===== src/rtl/note_highway_if.sv =====
// note_highway_if: control, strum and display signals of the note-lane engine
// master: game logic side (drives iEnable, spawn_valid/spawn_lane, guitar_in)
// slave : note_highway (drives spawn_ready, note_x/note_vld, pulses, score, streak, miss_cnt, state)
interface note_highway_if #(
    parameter int NUM_LANES = 3,
    parameter int DEPTH     = 4,
    parameter int X_W       = 11,
    parameter int SCORE_W   = 16
);
    localparam int LW = NUM_LANES > 1 ? $clog2(NUM_LANES) : 1;
    logic                           iEnable;
    logic                           spawn_valid;
    logic [LW-1:0]                  spawn_lane;
    logic                           spawn_ready;
    logic [NUM_LANES-1:0]           guitar_in;
    logic [NUM_LANES*DEPTH*X_W-1:0] note_x;
    logic [NUM_LANES*DEPTH-1:0]     note_vld;
    logic [NUM_LANES-1:0]           hit_pulse;
    logic [NUM_LANES-1:0]           miss_pulse;
    logic [SCORE_W-1:0]             score;
    logic [7:0]                     streak;
    logic [7:0]                     miss_cnt;
    logic [1:0]                     state;
    modport master (
        output iEnable, spawn_valid, spawn_lane, guitar_in,
        input  spawn_ready, note_x, note_vld, hit_pulse, miss_pulse, score, streak, miss_cnt, state
    );
    modport slave (
        input  iEnable, spawn_valid, spawn_lane, guitar_in,
        output spawn_ready, note_x, note_vld, hit_pulse, miss_pulse, score, streak, miss_cnt, state
    );
endinterface


===== src/rtl/note_highway.sv =====
// note_highway: NUM_LANES lanes of DEPTH-slot note FIFOs scrolling toward the hit line; scores strums, counts misses
// Ports: slowclock (game tick), iRST_n (async, active-low), bus (note_highway_if.slave):
//   iEnable run/pause, spawn_valid/spawn_lane/spawn_ready spawn handshake, guitar_in strum buttons,
//   note_x/note_vld slot display, hit_pulse/miss_pulse, score, streak, miss_cnt, state (0 IDLE,1 RUN,2 PAUSE,3 OVER)
// Build option: NOTE_HIGHWAY_DEBOUNCE_EN debounces guitar_in (two equal samples) before edge detection.
module note_highway #(
    parameter int NUM_LANES    = 3,
    parameter int DEPTH        = 4,
    parameter int X_W          = 11,
    parameter int SPAWN_X      = 310,
    parameter int HIT_X        = 50,
    parameter int HIT_WIN      = 12,
    parameter int SPEED        = 4,
    parameter int SCORE_W      = 16,
    parameter int STREAK_BONUS = 8,
    parameter int MISS_LIMIT   = 0
) (
    input logic           slowclock,
    input logic           iRST_n,
    note_highway_if.slave bus
);
    localparam int LW = NUM_LANES > 1 ? $clog2(NUM_LANES) : 1;
    localparam int PW = $clog2(DEPTH);
    localparam logic [X_W-1:0] X_SPAWN  = X_W'(SPAWN_X);
    localparam logic [X_W-1:0] X_LO     = X_W'(HIT_X - HIT_WIN);
    localparam logic [X_W-1:0] X_HI     = X_W'(HIT_X + HIT_WIN);
    localparam logic [X_W-1:0] X_EXP    = X_W'(HIT_X - HIT_WIN + SPEED);
    localparam logic [X_W-1:0] X_STEP   = X_W'(SPEED);
    localparam logic [7:0]     STREAK_B = 8'(STREAK_BONUS);
    localparam logic [7:0]     MISS_LIM = 8'(MISS_LIMIT);

    typedef enum logic [1:0] {S_IDLE, S_RUN, S_PAUSE, S_OVER} state_t;
    state_t r_state, w_state_nxt;

    logic [X_W-1:0]       r_x [NUM_LANES][DEPTH];
    logic [DEPTH-1:0]     r_vld [NUM_LANES];
    logic [PW-1:0]        r_head [NUM_LANES];
    logic [PW-1:0]        r_tail [NUM_LANES];
    logic [NUM_LANES-1:0] r_prev, r_hit, r_miss;
    logic [NUM_LANES-1:0] w_lvl, w_edge, w_hit, w_miss, w_ghost, w_spawn;
    logic [SCORE_W-1:0]   r_score, w_score_nxt;
    logic [SCORE_W+1:0]   w_score_sum;
    logic [7:0]           r_streak, r_miss_cnt, w_streak_nxt, w_miss_nxt;
    logic [8:0]           w_streak_sum, w_miss_sum;
    logic [(1<<LW)-1:0]   w_full;
    logic                 w_run, w_bonus;
    logic [NUM_LANES*DEPTH*X_W-1:0] w_note_x;
    logic [NUM_LANES*DEPTH-1:0]     w_note_vld;

`ifdef NOTE_HIGHWAY_DEBOUNCE_EN
    logic [NUM_LANES-1:0] r_smp, r_deb;
    // level follows the input only once two consecutive samples agree
    always_ff @(posedge slowclock or negedge iRST_n) begin
        if (!iRST_n) begin
            r_smp <= '0;
            r_deb <= '0;
        end else begin
            r_smp <= bus.guitar_in;
            r_deb <= (~(bus.guitar_in ^ r_smp) & bus.guitar_in) | ((bus.guitar_in ^ r_smp) & r_deb);
        end
    end
    assign w_lvl = r_deb;
`else
    assign w_lvl = bus.guitar_in;
`endif

    assign w_run   = r_state == S_RUN;
    assign w_bonus = r_streak >= STREAK_B;
    assign w_edge  = w_lvl & ~r_prev;

    // a FIFO is full when its tail slot is still occupied; lanes past NUM_LANES read as full
    always_comb begin
        w_full = '1;
        for (int k = 0; k < NUM_LANES; k++) w_full[k] = r_vld[k][r_tail[k]];
    end

    assign bus.spawn_ready = w_run && !w_full[bus.spawn_lane];

    // only the head can hit or expire since every note moves at the same speed
    always_comb begin
        w_hit        = '0;
        w_miss       = '0;
        w_ghost      = '0;
        w_spawn      = '0;
        w_score_sum  = {2'b00, r_score};
        w_streak_sum = {1'b0, r_streak};
        w_miss_sum   = {1'b0, r_miss_cnt};
        for (int k = 0; k < NUM_LANES; k++) begin
            w_hit[k]     = w_run && w_edge[k] && r_vld[k][r_head[k]] &&
                           r_x[k][r_head[k]] >= X_LO && r_x[k][r_head[k]] <= X_HI;
            w_miss[k]    = w_run && !w_hit[k] && r_vld[k][r_head[k]] && r_x[k][r_head[k]] < X_EXP;
            w_ghost[k]   = w_run && w_edge[k] && !w_hit[k];
            w_spawn[k]   = bus.spawn_valid && bus.spawn_ready && bus.spawn_lane == LW'(k);
            w_score_sum  = w_score_sum + (SCORE_W+2)'(w_hit[k] ? (w_bonus ? 2 : 1) : 0);
            w_streak_sum = w_streak_sum + 9'(w_hit[k]);
            w_miss_sum   = w_miss_sum + 9'(w_miss[k]);
        end
        w_score_nxt  = |w_score_sum[SCORE_W+1:SCORE_W] ? '1 : w_score_sum[SCORE_W-1:0];
        w_streak_nxt = |(w_ghost | w_miss) ? 8'd0 : (w_streak_sum[8] ? 8'hFF : w_streak_sum[7:0]);
        w_miss_nxt   = w_miss_sum[8] ? 8'hFF : w_miss_sum[7:0];
    end

    // the miss limit is judged on the count this tick produces, so OVER lands on the limiting expiry
    always_comb begin
        w_state_nxt = r_state;
        if (r_state == S_RUN)
            w_state_nxt = (MISS_LIM != 8'd0 && w_miss_nxt >= MISS_LIM) ? S_OVER : (bus.iEnable ? S_RUN : S_PAUSE);
        else if (r_state != S_OVER && bus.iEnable)
            w_state_nxt = S_RUN;
    end

    always_ff @(posedge slowclock or negedge iRST_n) begin
        if (!iRST_n) begin
            r_state    <= S_IDLE;
            r_prev     <= '0;
            r_hit      <= '0;
            r_miss     <= '0;
            r_score    <= '0;
            r_streak   <= '0;
            r_miss_cnt <= '0;
            for (int k = 0; k < NUM_LANES; k++) begin
                r_vld[k]  <= '0;
                r_head[k] <= '0;
                r_tail[k] <= '0;
                for (int s = 0; s < DEPTH; s++) r_x[k][s] <= '0;
            end
        end else begin
            r_state    <= w_state_nxt;
            r_prev     <= w_lvl;
            r_hit      <= w_hit;
            r_miss     <= w_miss;
            r_score    <= w_score_nxt;
            r_streak   <= w_streak_nxt;
            r_miss_cnt <= w_miss_nxt;
            // move, then pop (clears the head slot), then spawn into the empty tail slot
            for (int k = 0; k < NUM_LANES; k++) begin
                for (int s = 0; s < DEPTH; s++)
                    if (w_run && r_vld[k][s]) r_x[k][s] <= r_x[k][s] - X_STEP;
                if (w_hit[k] || w_miss[k]) begin
                    r_x[k][r_head[k]]   <= '0;
                    r_vld[k][r_head[k]] <= 1'b0;
                    r_head[k]           <= r_head[k] + PW'(1);
                end
                if (w_spawn[k]) begin
                    r_x[k][r_tail[k]]   <= X_SPAWN;
                    r_vld[k][r_tail[k]] <= 1'b1;
                    r_tail[k]           <= r_tail[k] + PW'(1);
                end
            end
        end
    end

    always_comb begin
        w_note_x   = '0;
        w_note_vld = '0;
        for (int k = 0; k < NUM_LANES; k++)
            for (int s = 0; s < DEPTH; s++) begin
                w_note_x[(k*DEPTH+s)*X_W +: X_W] = r_x[k][s];
                w_note_vld[k*DEPTH+s]            = r_vld[k][s];
            end
    end

    assign bus.note_x     = w_note_x;
    assign bus.note_vld   = w_note_vld;
    assign bus.hit_pulse  = r_hit;
    assign bus.miss_pulse = r_miss;
    assign bus.score      = r_score;
    assign bus.streak     = r_streak;
    assign bus.miss_cnt   = r_miss_cnt;
    assign bus.state      = r_state;
endmodule


===== src/flat_wrapper.sv =====
// flat-port wrapper written by rule: the top's interface ports become plain ports
module note_highway_flat 
#(
    parameter int NUM_LANES    = 3,
    parameter int DEPTH        = 4,
    parameter int X_W          = 11,
    parameter int SPAWN_X      = 310,
    parameter int HIT_X        = 50,
    parameter int HIT_WIN      = 12,
    parameter int SPEED        = 4,
    parameter int SCORE_W      = 16,
    parameter int STREAK_BONUS = 8,
    parameter int MISS_LIMIT   = 0
)
  (slowclock, iRST_n, bus_iEnable, bus_spawn_valid, bus_spawn_lane, bus_guitar_in, bus_spawn_ready, bus_note_x, bus_note_vld, bus_hit_pulse, bus_miss_pulse, bus_score, bus_streak, bus_miss_cnt, bus_state);
  note_highway_if #(.NUM_LANES(NUM_LANES), .DEPTH(DEPTH), .X_W(X_W), .SCORE_W(SCORE_W)) bus_i ();
  input logic slowclock;
  input logic iRST_n;
  input wire logic [$bits(bus_i.iEnable)-1:0] bus_iEnable;
  input wire logic [$bits(bus_i.spawn_valid)-1:0] bus_spawn_valid;
  input wire logic [$bits(bus_i.spawn_lane)-1:0] bus_spawn_lane;
  input wire logic [$bits(bus_i.guitar_in)-1:0] bus_guitar_in;
  output wire logic [$bits(bus_i.spawn_ready)-1:0] bus_spawn_ready;
  output wire logic [$bits(bus_i.note_x)-1:0] bus_note_x;
  output wire logic [$bits(bus_i.note_vld)-1:0] bus_note_vld;
  output wire logic [$bits(bus_i.hit_pulse)-1:0] bus_hit_pulse;
  output wire logic [$bits(bus_i.miss_pulse)-1:0] bus_miss_pulse;
  output wire logic [$bits(bus_i.score)-1:0] bus_score;
  output wire logic [$bits(bus_i.streak)-1:0] bus_streak;
  output wire logic [$bits(bus_i.miss_cnt)-1:0] bus_miss_cnt;
  output wire logic [$bits(bus_i.state)-1:0] bus_state;
  assign bus_i.iEnable = bus_iEnable;
  assign bus_i.spawn_valid = bus_spawn_valid;
  assign bus_i.spawn_lane = bus_spawn_lane;
  assign bus_i.guitar_in = bus_guitar_in;
  assign bus_spawn_ready = bus_i.spawn_ready;
  assign bus_note_x = bus_i.note_x;
  assign bus_note_vld = bus_i.note_vld;
  assign bus_hit_pulse = bus_i.hit_pulse;
  assign bus_miss_pulse = bus_i.miss_pulse;
  assign bus_score = bus_i.score;
  assign bus_streak = bus_i.streak;
  assign bus_miss_cnt = bus_i.miss_cnt;
  assign bus_state = bus_i.state;
  note_highway #(.NUM_LANES(NUM_LANES), .DEPTH(DEPTH), .X_W(X_W), .SPAWN_X(SPAWN_X), .HIT_X(HIT_X), .HIT_WIN(HIT_WIN), .SPEED(SPEED), .SCORE_W(SCORE_W), .STREAK_BONUS(STREAK_BONUS), .MISS_LIMIT(MISS_LIMIT)) u_core (.slowclock(slowclock), .iRST_n(iRST_n), .bus(bus_i));
endmodule

===== config.mk =====
export PLATFORM = sky130hd
export DESIGN_NAME = note_highway_flat
export DESIGN_NICKNAME = d
export VERILOG_FILES = /design/src/rtl/note_highway_if.sv /design/src/rtl/note_highway.sv /design/src/flat_wrapper.sv
export SDC_FILE = /design/constraint.sdc
export NUM_CORES = 1
export LEC_CHECK = 0
export ABC_AREA = 1
export CAP_MARGIN = 30
export CORE_ASPECT_RATIO = 0.9
export CORE_MARGIN = 4
export CORE_UTILIZATION = 40
export DETAILED_ROUTE_END_ITERATION = 8
export GPL_ROUTABILITY_DRIVEN = 0
export PLACE_DENSITY = 0.61
export SLEW_MARGIN = 20
export SYNTH_ARGS = -nofsm -noshare
export SYNTH_HDL_FRONTEND = slang
export SYNTH_SLANG_ARGS = --single-unit
export TNS_END_PERCENT = 30

===== constraint.sdc =====
create_clock -name slowclock -period 4.8 [get_ports slowclock]
set_clock_uncertainty 0.15 [all_clocks]
set_input_delay 0.72 -clock slowclock [delete_from_list [all_inputs] [get_ports slowclock]]
set_output_delay 0.72 -clock slowclock [all_outputs]
set_load 0.02 [all_outputs]

==> results of run 1 <==
## timing repair
action,4_1_cts,5_1_grt
setup endpoints to repair,0,2
buffers inserted,0,1
resized for setup,0,7
## worst register-to-register path, cell delays in order, from the launching register on
cell     delay, ns
dfrtp_2       0.51
inv_1         0.32
nand3_1       0.12
nand2_1       0.11
nand2_1       0.07
or2_1         0.25
nand3_2       0.11
nor2_1        0.07
fa_1          0.54
fa_1          0.53
ha_1          0.19
fa_1          0.20
a21oi_1       0.10
nor2_1        0.14
nand3_1       0.11
nor2_1        0.17
nand3_1       0.11
inv_1         0.11
nand2_1       0.07
or2_2         0.27
nand3_1       0.06
## worst paths after layout
path,slack [ns],end,depth (start not counted),from
min in group slowclock,0.38,u_core.bus.note_x[45]$_DFF_PN0_,2,u_core.bus.note_x[45]$_DFF_PN0_
setup / recovery,0.32,u_core.bus.score[13]$_DFF_PN0_,21,bus_guitar_in[1]
hold / removal,0.19,u_core.bus.note_x[38]$_DFF_PN0_,1,iRST_n
setup reg to reg,0.43,u_core.bus.score[13]$_DFF_PN0_,20,u_core.r_head[1]$_DFFE_PN0N_
hold reg to reg,0.38,u_core.bus.note_x[45]$_DFF_PN0_,2,u_core.bus.note_x[45]$_DFF_PN0_
max in group asynchronous,3.31,u_core.bus.score[14]$_DFF_PN0_,2,iRST_n
## synthesized netlist by cell type (all sizes together), types with 3 or more instances
cell   instances  area share (%)
nor4          10            0.89
nor2         198             7.4
nand4         14            0.76
a21oi         18            0.78
nand2        462              16
or2            9            0.49
inv          189             6.2
o21ai         62             2.8
ha            45             4.9
nor3          25             1.4
xnor2         23             1.7
a31oi          3            0.16
nand3        119             5.4
buf           25             2.0
fa             8             1.4
xor2          56             4.2
dfrtp        199              43
## power by group
group	switching, W	internal (W)
clock network	0.000706	0.000779
logic	0.0000413	0.0000118
registers	0.000000968	0.00168
## cells by family (layout without fill, tap and decap cells)
group,Yosys count,in the layout
fa+ha+maj,53,53
simple gates,838,838
buf+inv,216,433
xor+xnor,79,79
compound gates,87,87
flops,199,199
## flip-flops by register name (all words and copies together) (netlist names)
register               flops
u_core.bus.note_x        132
u_core.bus.score          16
u_core.bus.note_vld       12
u_core.bus.miss_cnt        8
u_core.bus.streak          8
u_core.r_head              6
u_core.r_tail              6
u_core.bus.hit_pulse       3
u_core.bus.miss_pulse      3
u_core.r_prev              3
u_core.bus.state           2
## final cells by class
class / instances / area [um^2]
Clock buffer: 17 / 425
Inverter: 190 / 718
Timing Repair Buffer: 211 / 2100
Fill cell: 2696 / 13800
Sequential cell: 199 / 4980
Multi-Input combinational cell: 1057 / 5640
Tap cell: 360 / 450
Clock inverter: 15 / 164
## stage by stage
stage | power (W) | instances
floorplan | 0.00172 | 1472
global placement | 0.00177 | 2016
detailed placement | 0.00177 | 2016
CTS | 0.00326 | 2048
global route | 0.00333 | 2049
finish | 0.00322 | 2049
## layer usage
| layer | global-route usage (%) | wire, um |
|---|---|---|
| met5 | 0 | 0 |
| met4 | 5.30 | 552 |
| met3 | 4.22 | 1560 |
| met2 | 30.1 | 13400 |
| met1 | 26.7 | 14500 |
==> run summary, run 1 <==
Status: finished clean
Synth Area in Compound Gates: 3.98%
Post-detail-place hpwl: 22400 um
Max Fclk: 0.223 GHz
Largest family of logic cells by synthesized area: simple AND/OR/NAND/NOR gates
Crit-path slowest cell: fa_1
Most used flip-flop cell after synthesis: dfrtp_1
Post-synthesis instance total: 1472
TritonCTS clock tree: built
Clk sinks: 199
Final Hold Vio Count: 0
Final nets: 1738
Post-Synth Adder-Cell Area: 6.26%
Max Cap Violations: 0
Tot GR Track Use: 19.1%
Final WL: 30000 um
H-tree levels: 4
XOR/XNOR Fraction of Synth Area: 5.98%
Skew-Pair Late Insertion Delay: 0.45 ns
Clock Path Buffers: 2
# IOs: 194
Routed via count divided by cell count: 4.84
Pwr dens: 222 nW/um^2
Gr ovfl total: 0
Die Y: 169 um
Synth Net Count: 1534
Core area: 28200 um^2
Critical path, cell by cell: clkdlybuf4s50_1 -> inv_1 -> nor3_1 -> buf_4 -> nand3_1 -> nor2_1 -> nand4_1 -> nor2_2 -> fa_1 -> fa_1 -> ha_1 -> fa_1 -> a21oi_1 -> nor2_1 -> nand3_1 -> nor2_1 -> nand3_1 -> inv_1 -> nand2_1 -> or2_2 -> nand3_1
Vias in the first global route: 9602
Worst-path maximum fanout: 4
# hold bufs at CTS: 0
Commonest non-fill, non-tap cell in the layout: nand2_1
Num CTS Buffers: 17
Post-synthesis mux area share: 0%
VDD IR max: 0.000223 V
Syn_area_per_cell: 7.85 um^2
First DRT Iteration DRCs: 588
Simple-Gate Fraction of Synth Area: 32.5%
RSZ-0062 raised after global routing: no
Post-synth ARST share: 100%
First-pass GRT wire length: 49700 um
Area Growth Syn to Fin: 25.2%
Crit path max-delay family: simple AND/OR/NAND/NOR gates
Final min period: 4.48 ns
Port Buffers: 193
Initial Utilization: 41.0%
Crit-path max cell delay: 0.53 ns
Per-cell routed wire length: 14.6 um
Placement Rows: 58
Die Wd: 187 um
Syn. warnings: 0
EDFF count, synth: 0
Slew margin rel.: 48.0%
Root Buffer: clkbuf_16
Leakage: 7.45 nW
Antenna violations before repair: 0
Final Util: 51.3%
Area of placed instances: 13900 um^2
Worst-path clk slew: 0.08 ns
Cell mode on critical path: nand3_1
Final Cell Area: 14500 um^2
Cell Area, Synth: 11600 um^2
Sequential area share after synthesis: 43.1%
Critical path data required time: 5.03 ns
Final setup margin: 0.318 ns
Buffers and inverters on the worst path: 4
Post-route antenna net violation count: 0
Fin crit share: 93.4%
Die area: 31700 um^2
TritonRoute pass-1 iters: 4
Commonest cells after routing, fill and taps aside: nand2_1 (431), dfrtp_1 (196), clkdlybuf4s50_1 (192)
Min-delay worst type: in -> async
Startpoint types: input pin
Crit path capture type: flip-flop
Pre-CTS WS: -0.157 ns
Critical path class: in -> reg
Antenna cells: 0
Final TNS setup: 0 ns
Unique masters post-synth: 39
Largest net degree at the start of global routing: 95
Share of layout cells above drive strength 1: 9.00%
Final hold slack: 0.191 ns
Synthesized flop and latch total: 199
# setup viols final: 0
Pins Over Slew Limit: 0
Remaining DRCs: 0
CP arrival: 4.71 ns
Worst slew pin tran: 0.774 ns
Routed vias: 9916
No activity file was read; power rests on OpenSTA's default activity.
==> run 2, diff against run 1 <==
--- a/config.mk
+++ b/config.mk
@@ -13,6 +13,7 @@
 export DETAILED_ROUTE_END_ITERATION = 8
 export GPL_ROUTABILITY_DRIVEN = 0
 export PLACE_DENSITY = 0.61
+export REMOVE_ABC_BUFFERS = 1
 export SLEW_MARGIN = 20
 export SYNTH_ARGS = -nofsm -noshare
 export SYNTH_HDL_FRONTEND = slang
==> run summary, run 2 (same netlist as run 1, synthesis figures left out) <==
Per-cell routed wire length: 14.7 um (was 14.6 um)
Final WL: 30000 um (about the same)
Die Wd: 187 um (unchanged)
Switching part of the total: 23.7% (was 23.3%)
Remaining DRCs: 0 (unchanged)
First DRT Iteration DRCs: 578 (was 588)
Fin crit share: 92.5% (was 93.4%)
Clk sinks: 199 (unchanged)
Core area: 28200 um^2 (unchanged)
Antenna cells: 0 (unchanged)
VDD IR max: 0.000225 V (was 0.000223 V)
First-pass GRT wire length: 50000 um (was 49700 um)
Largest register FFs: 132 (unchanged)
Pins Over Slew Limit: 0 (unchanged)
Worst slew pin tran: 0.651 ns (was 0.774 ns)
Area of placed instances: 13900 um^2 (about the same)
Cell Count, Final, Fillers Out: 2048 (was 2049)
Post-detail-place hpwl: 22700 um (was 22400 um)
Reg power frac: 53.3% (was 52.2%)
Skew-Pair Late Insertion Delay: 0.44 ns (was 0.45 ns)
Combinational fraction of design power: 1.7% (about the same)
Routed vias: 9857 (was 9916)
Placement Rows: 58 (unchanged)
Num CTS Buffers: 17 (unchanged)
Share of layout cells above drive strength 1: 9.00% (about the same)
Final TNS setup: 0 ns (unchanged)
Root Buffer: clkbuf_16 (unchanged)
Initial Utilization: 41.0% (unchanged)
Worst-path maximum fanout: 4 (unchanged)
Status: finished clean (unchanged)
Placed instance count: 2016 (unchanged)
Area Growth Syn to Fin: 24.9% (was 25.2%)
Reg2reg setup slack: 0.39 ns (was 0.43 ns)
Tot GR Track Use: 19.2% (was 19.1%)
Final Hold Vio Count: 0 (unchanged)
Final min period: 4.44 ns (was 4.48 ns)
Worst r2r src: u_core.r_head[1]$_DFFE_PN0N_ (unchanged)
Final nets: 1737 (was 1738)
TritonCTS clock tree: built (unchanged)
Die area: 31700 um^2 (unchanged)
Post-route antenna net violation count: 0 (unchanged)
Sw Pwr: 0.000745 W (was 0.000748 W)
Final hold slack: 0.140 ns (was 0.191 ns)
Max Fclk: 0.225 GHz (was 0.223 GHz)
Worst-path clk slew: 0.08 ns (about the same)
Antenna violations before repair: 0 (unchanged)
Critical path data required time: 5.03 ns (about the same)
Startpoint types: input pin (unchanged)
Leakage: 7.44 nW (was 7.45 nW)
Routed via count divided by cell count: 4.81 (was 4.84)
Pwr dens: 218 nW/um^2 (was 222 nW/um^2)
H-tree levels: 4 (unchanged)
Final Cell Area: 14400 um^2 (was 14500 um^2)
Die Y: 169 um (unchanged)
Clock Path Buffers: 2 (unchanged)
RSZ-0062 raised after global routing: no (unchanged)
R2r endpoint: u_core.bus.score[13]$_DFF_PN0_ (unchanged)
Commonest non-fill, non-tap cell in the layout: nand2_1 (unchanged)
R2R cell count: 20 (unchanged)
# IOs: 194 (unchanged)
CP arrival: 4.68 ns (was 4.71 ns)
TritonRoute pass-1 iters: 5 (was 4)
Commonest cells after routing, fill and taps aside: nand2_1 (431), dfrtp_1 (198), clkdlybuf4s50_1 (192) (was nand2_1 (431), dfrtp_1 (196), clkdlybuf4s50_1 (192))
Max Cap Violations: 0 (unchanged)
Port Buffers: 193 (unchanged)
Min-delay worst type: in -> async (unchanged)
Gr ovfl total: 0 (unchanged)
Vias in the first global route: 9654 (was 9602)
Fill cells: 2744 (was 2696)
# setup viols final: 0 (unchanged)
Crit path capture type: flip-flop (unchanged)
Clock share of power: 44.9% (was 46.2%)
P_int: 0.00240 W (was 0.00247 W)
Largest net degree at the start of global routing: 87 (was 95)
Slew margin rel.: 56.6% (was 48.0%)
Critical path class: in -> reg (unchanged)
Final Util: 51.2% (was 51.3%)
run 2: per-layer routing:
layer  GRT usage (%)  up-vias  share of wire [%]
met1            26.1     4645                 47
met3            4.11       26                4.9
met4            4.21        0                1.2
met2            31.9      204                 46
met5               0        -                  0
li1                -     4982                  -
run 2: worst max-delay path by stage:
stage / end / startpoint / slack (ns) / cells past startpoint
after floorplan: u_core.bus.score[13]$_DFF_PN0_ / u_core.r_head[2]$_DFFE_PN0N_ / 0.58 / 21
after global placement: u_core.bus.score[13]$_DFF_PN0_ / bus_guitar_in[1] / -0.06 / 21
after detailed placement: u_core.bus.score[13]$_DFF_PN0_ / bus_guitar_in[1] / -0.18 / 21
after CTS: u_core.bus.score[13]$_DFF_PN0_ / bus_guitar_in[1] / 0.26 / 21
after global routing: u_core.bus.score[13]$_DFF_PN0_ / bus_guitar_in[0] / 0.009 / 22
final: u_core.bus.score[13]$_DFF_PN0_ / bus_guitar_in[1] / 0.36 / 21
run 2: through the flow:
stage,total power [W],worst slack [ns]
floorplan,0.00172,0.584
global placement,0.00177,-0.0627
detailed placement,0.00177,-0.183
CTS,0.00320,0.259
global route,0.00327,0.00905
finish,0.00315,0.358
run 2: power groups by stage:
| stage | clock network (W) | logic, W | registers, W |
|---|---|---|---|
| floorplan | 0 | 0.00000600 | 0.00171 |
| global placement | 0 | 0.0000571 | 0.00171 |
| detailed placement | 0 | 0.0000572 | 0.00171 |
| CTS | 0.00146 | 0.0000575 | 0.00168 |
| global route | 0.00153 | 0.0000639 | 0.00168 |
| finish | 0.00141 | 0.0000540 | 0.00168 |
run 2: timing repair:
action,CTS,global route
setup buffers,0,0
gates resized for setup,0,7
endpoints found under the setup margin,0,2
endpoints found under the hold margin,0,0
hold buffers,0,0
run 2: final cells by class:
| class | instances | area [um^2] | share of cell area (%) |
|---|---|---|---|
| clock buffer | 20 | 457 | 3.16 |
| clock inverter | 12 | 114 | 0.788 |
| inverter | 190 | 718 | 4.97 |
| multi-input combinational | 1057 | 5650 | 39.1 |
| sequential | 199 | 4980 | 34.5 |
| tap | 360 | 450 | 3.12 |
| timing repair buffer | 210 | 2080 | 14.4 |
run 2: worst max-delay path, stage by stage:
cell and delay (ns):
clkdlybuf4s50_1 0.50, inv_1 0.06, nor3_2 0.17, buf_4 0.14, nand3_1 0.08, nor2_1 0.10, nand4_1 0.20, nor2_2 0.17
fa_1 0.45, fa_1 0.53, ha_2 0.21, fa_2 0.21, a21oi_1 0.09, nor2_1 0.14, nand3_1 0.12, nor2_2 0.17
nand3_1 0.10, inv_1 0.09, nand2_1 0.06, or2_2 0.27, nand3_1 0.07
==> run 3, diff against run 2 <==
--- a/config.mk
+++ b/config.mk
@@ -14,6 +14,7 @@
 export GPL_ROUTABILITY_DRIVEN = 0
 export PLACE_DENSITY = 0.61
 export REMOVE_ABC_BUFFERS = 1
+export SETUP_SLACK_MARGIN = 0.3
 export SLEW_MARGIN = 20
 export SYNTH_ARGS = -nofsm -noshare
 export SYNTH_HDL_FRONTEND = slang
==> run summary, run 3 (same netlist as run 1, synthesis figures left out) <==
Num CTS Buffers: 17 (unchanged)
Final setup margin: 0.555 ns (was 0.358 ns)
Initial Utilization: 41.0% (unchanged)
Largest net degree at the start of global routing: 87 (unchanged)
Buffers and inverters on the worst path: 2 (was 4)
Per-cell routed wire length: 14.7 um (about the same)
Share of layout cells above drive strength 1: 9.76% (was 9.00%)
First-pass GRT wire length: 50000 um (about the same)
Post-route antenna net violation count: 0 (unchanged)
Combinational fraction of design power: 1.7% (about the same)
Startpoint types: flip-flop (was input pin)
Setup crit start: u_core.r_head[4]$_DFFE_PN0N_ (was bus_guitar_in[1])
Final Cell Area: 14500 um^2 (was 14400 um^2)
Pwr dens: 217 nW/um^2 (was 218 nW/um^2)
Fin crit share: 88.4% (was 92.5%)
Commonest non-fill, non-tap cell in the layout: nand2_1 (unchanged)
Post-detail-place hpwl: 22700 um (unchanged)
Critical path, cell by cell: buf_4 -> nand2_1 -> nand3_1 -> nand2_1 -> nor2_1 -> or2_1 -> nand4_1 -> nor2_2 -> fa_1 -> fa_1 -> ha_4 -> fa_2 -> a21oi_4 -> nor2_2 -> nand3_2 -> nor2_4 -> nand3_2 -> inv_2 -> nand2_1 -> or2_2 -> nand3_1 (was clkdlybuf4s50_1 -> inv_1 -> nor3_2 -> buf_4 -> nand3_1 -> nor2_1 -> nand4_1 -> nor2_2 -> fa_1 -> fa_1 -> ha_2 -> fa_2 -> a21oi_1 -> nor2_1 -> nand3_1 -> nor2_2 -> nand3_1 -> inv_1 -> nand2_1 -> or2_2 -> nand3_1)
Die Y: 169 um (unchanged)
Final nets: 1740 (was 1737)
Die area: 31700 um^2 (unchanged)
TritonRoute pass-1 iters: 5 (unchanged)
Final min period: 4.24 ns (was 4.44 ns)
# IOs: 194 (unchanged)
Root Buffer: clkbuf_16 (unchanged)
Reg power frac: 53.3% (about the same)
Fill cells: 2736 (was 2744)
RSZ-0062 raised after global routing: no (unchanged)
Critical path data required time: 5.04 ns (was 5.03 ns)
Switching part of the total: 23.7% (about the same)
Placement Rows: 58 (unchanged)
Max Fclk: 0.236 GHz (was 0.225 GHz)
Core area: 28200 um^2 (unchanged)
Pre-CTS WS: -0.183 ns (unchanged)
Largest register FFs: 132 (unchanged)
VDD IR max: 0.000226 V (was 0.000225 V)
# hold bufs at CTS: 0 (unchanged)
CP arrival: 4.48 ns (was 4.68 ns)
Remaining DRCs: 0 (unchanged)
Tot GR Track Use: 19.2% (about the same)
Leakage: 7.46 nW (was 7.44 nW)
Worst-path maximum fanout: 12 (was 4)
TritonCTS clock tree: built (unchanged)
Slew margin rel.: 52.7% (was 56.6%)
Commonest cells after routing, fill and taps aside: nand2_1 (431), dfrtp_1 (196), clkdlybuf4s50_1 (190) (was nand2_1 (431), dfrtp_1 (198), clkdlybuf4s50_1 (192))
Skew-Pair Late Insertion Delay: 0.44 ns (about the same)
Crit path capture type: flip-flop (unchanged)
Sw Pwr: 0.000748 W (was 0.000745 W)
Cell mode on critical path: nand2_1 (was nand3_1)
Pins Over Slew Limit: 0 (unchanged)
Crit path max-delay family: simple AND/OR/NAND/NOR gates (unchanged)
Worst r2r src: u_core.r_head[4]$_DFFE_PN0N_ (was u_core.r_head[1]$_DFFE_PN0N_)
Max Cap Violations: 0 (unchanged)
Routed via count divided by cell count: 4.82 (was 4.81)
First DRT Iteration DRCs: 542 (was 578)
# setup viols final: 0 (unchanged)
Final WL: 30200 um (was 30000 um)
Worst-path clk slew: 0.08 ns (about the same)
Final TNS setup: 0 ns (unchanged)
P_int: 0.00240 W (about the same)
Clock Path Buffers: 2 (unchanged)
Critical path class: reg -> reg (was in -> reg)
Gr ovfl total: 0 (unchanged)
Crit-path slowest cell: fa_1 (unchanged)
Final Hold Vio Count: 0 (unchanged)
Area of placed instances: 13900 um^2 (unchanged)
Min-delay worst type: in -> async (unchanged)
Port Buffers: 193 (unchanged)
Vias in the first global route: 9653 (was 9654)
Placed instance count: 2016 (unchanged)
Cell Count, Final, Fillers Out: 2051 (was 2048)
Status: finished clean (unchanged)
Clock share of power: 45.0% (was 44.9%)
Area Growth Syn to Fin: 25.6% (was 24.9%)
Antenna violations before repair: 0 (unchanged)
H-tree levels: 4 (unchanged)
Clk sinks: 199 (unchanged)
Worst slew pin tran: 0.705 ns (was 0.651 ns)
Routed vias: 9886 (was 9857)
Antenna cells: 0 (unchanged)
Die Wd: 187 um (unchanged)
Crit-path max cell delay: 0.55 ns (was 0.53 ns)
==> run 3: per-stage QoR <==
stage	power (W)	hold slack [ns]	util, %
floorplan	0.00172	0.274	-
global placement	0.00177	0.358	49.1
detailed placement	0.00177	0.361	49.1
CTS	0.00320	0.165	51.1
global route	0.00327	0.177	51.5
finish	0.00315	0.140	51.5
==> run 3: final timing paths <==
kind / to / slack [ns] / cells past startpoint
max: u_core.bus.score[13]$_DFF_PN0_ / 0.56 / 21
min: u_core.bus.note_x[8]$_DFF_PN0_ / 0.14 / 1
max reg2reg: u_core.bus.score[13]$_DFF_PN0_ / 0.56 / 21
min reg2reg: u_core.bus.note_x[78]$_DFF_PN0_ / 0.38 / 2
max in group asynchronous: u_core.bus.note_x[67]$_DFF_PN0_ / 3.44 / 2
min in group slowclock: u_core.r_prev[1]$_DFF_PN0_ / 0.31 / 1
==> run 3: cell type report <==
cell class                      count  area, um^2  share of cell area [%]
Tap cell                          360         450                    3.10
Inverter                          190         727                    5.00
Clock buffer                       20         457                    3.14
Sequential cell                   199        4980                    34.3
Multi-Input combinational cell   1057        5690                    39.2
Timing Repair inverter              1        5.00                  0.0345
Clock inverter                     12         114                   0.784
Timing Repair Buffer              212        2100                    14.4
==> run 3: layer usage <==
layer / global-route usage [%] / vias to the layer above / routed length [um]
li1: - / 4990 / -
met1: 26.1 / 4658 / 14200
met2: 31.9 / 217 / 14000
met3: 4.11 / 21 / 1600
met4: 4.21 / 0 / 326
met5: 0 / - / 0
==> run 3: power groups by stage <==
stage | clock network (W) | registers [W] | logic [W]
final | 0.00142 | 0.00168 | 0.0000541
after CTS | 0.00146 | 0.00168 | 0.0000575
after floorplan | 0 | 0.00171 | 0.00000600
after global routing | 0.00153 | 0.00168 | 0.0000637
after global placement | 0 | 0.00171 | 0.0000571
after detailed placement | 0 | 0.00171 | 0.0000572
==> run 3: repair_timing <==
action | CTS | global route
pin swaps | 2 | 11
gates cloned | 0 | 1
resized for setup | 1 | 24
buffers inserted | 0 | 2
setup endpoints to repair | 1 | 7
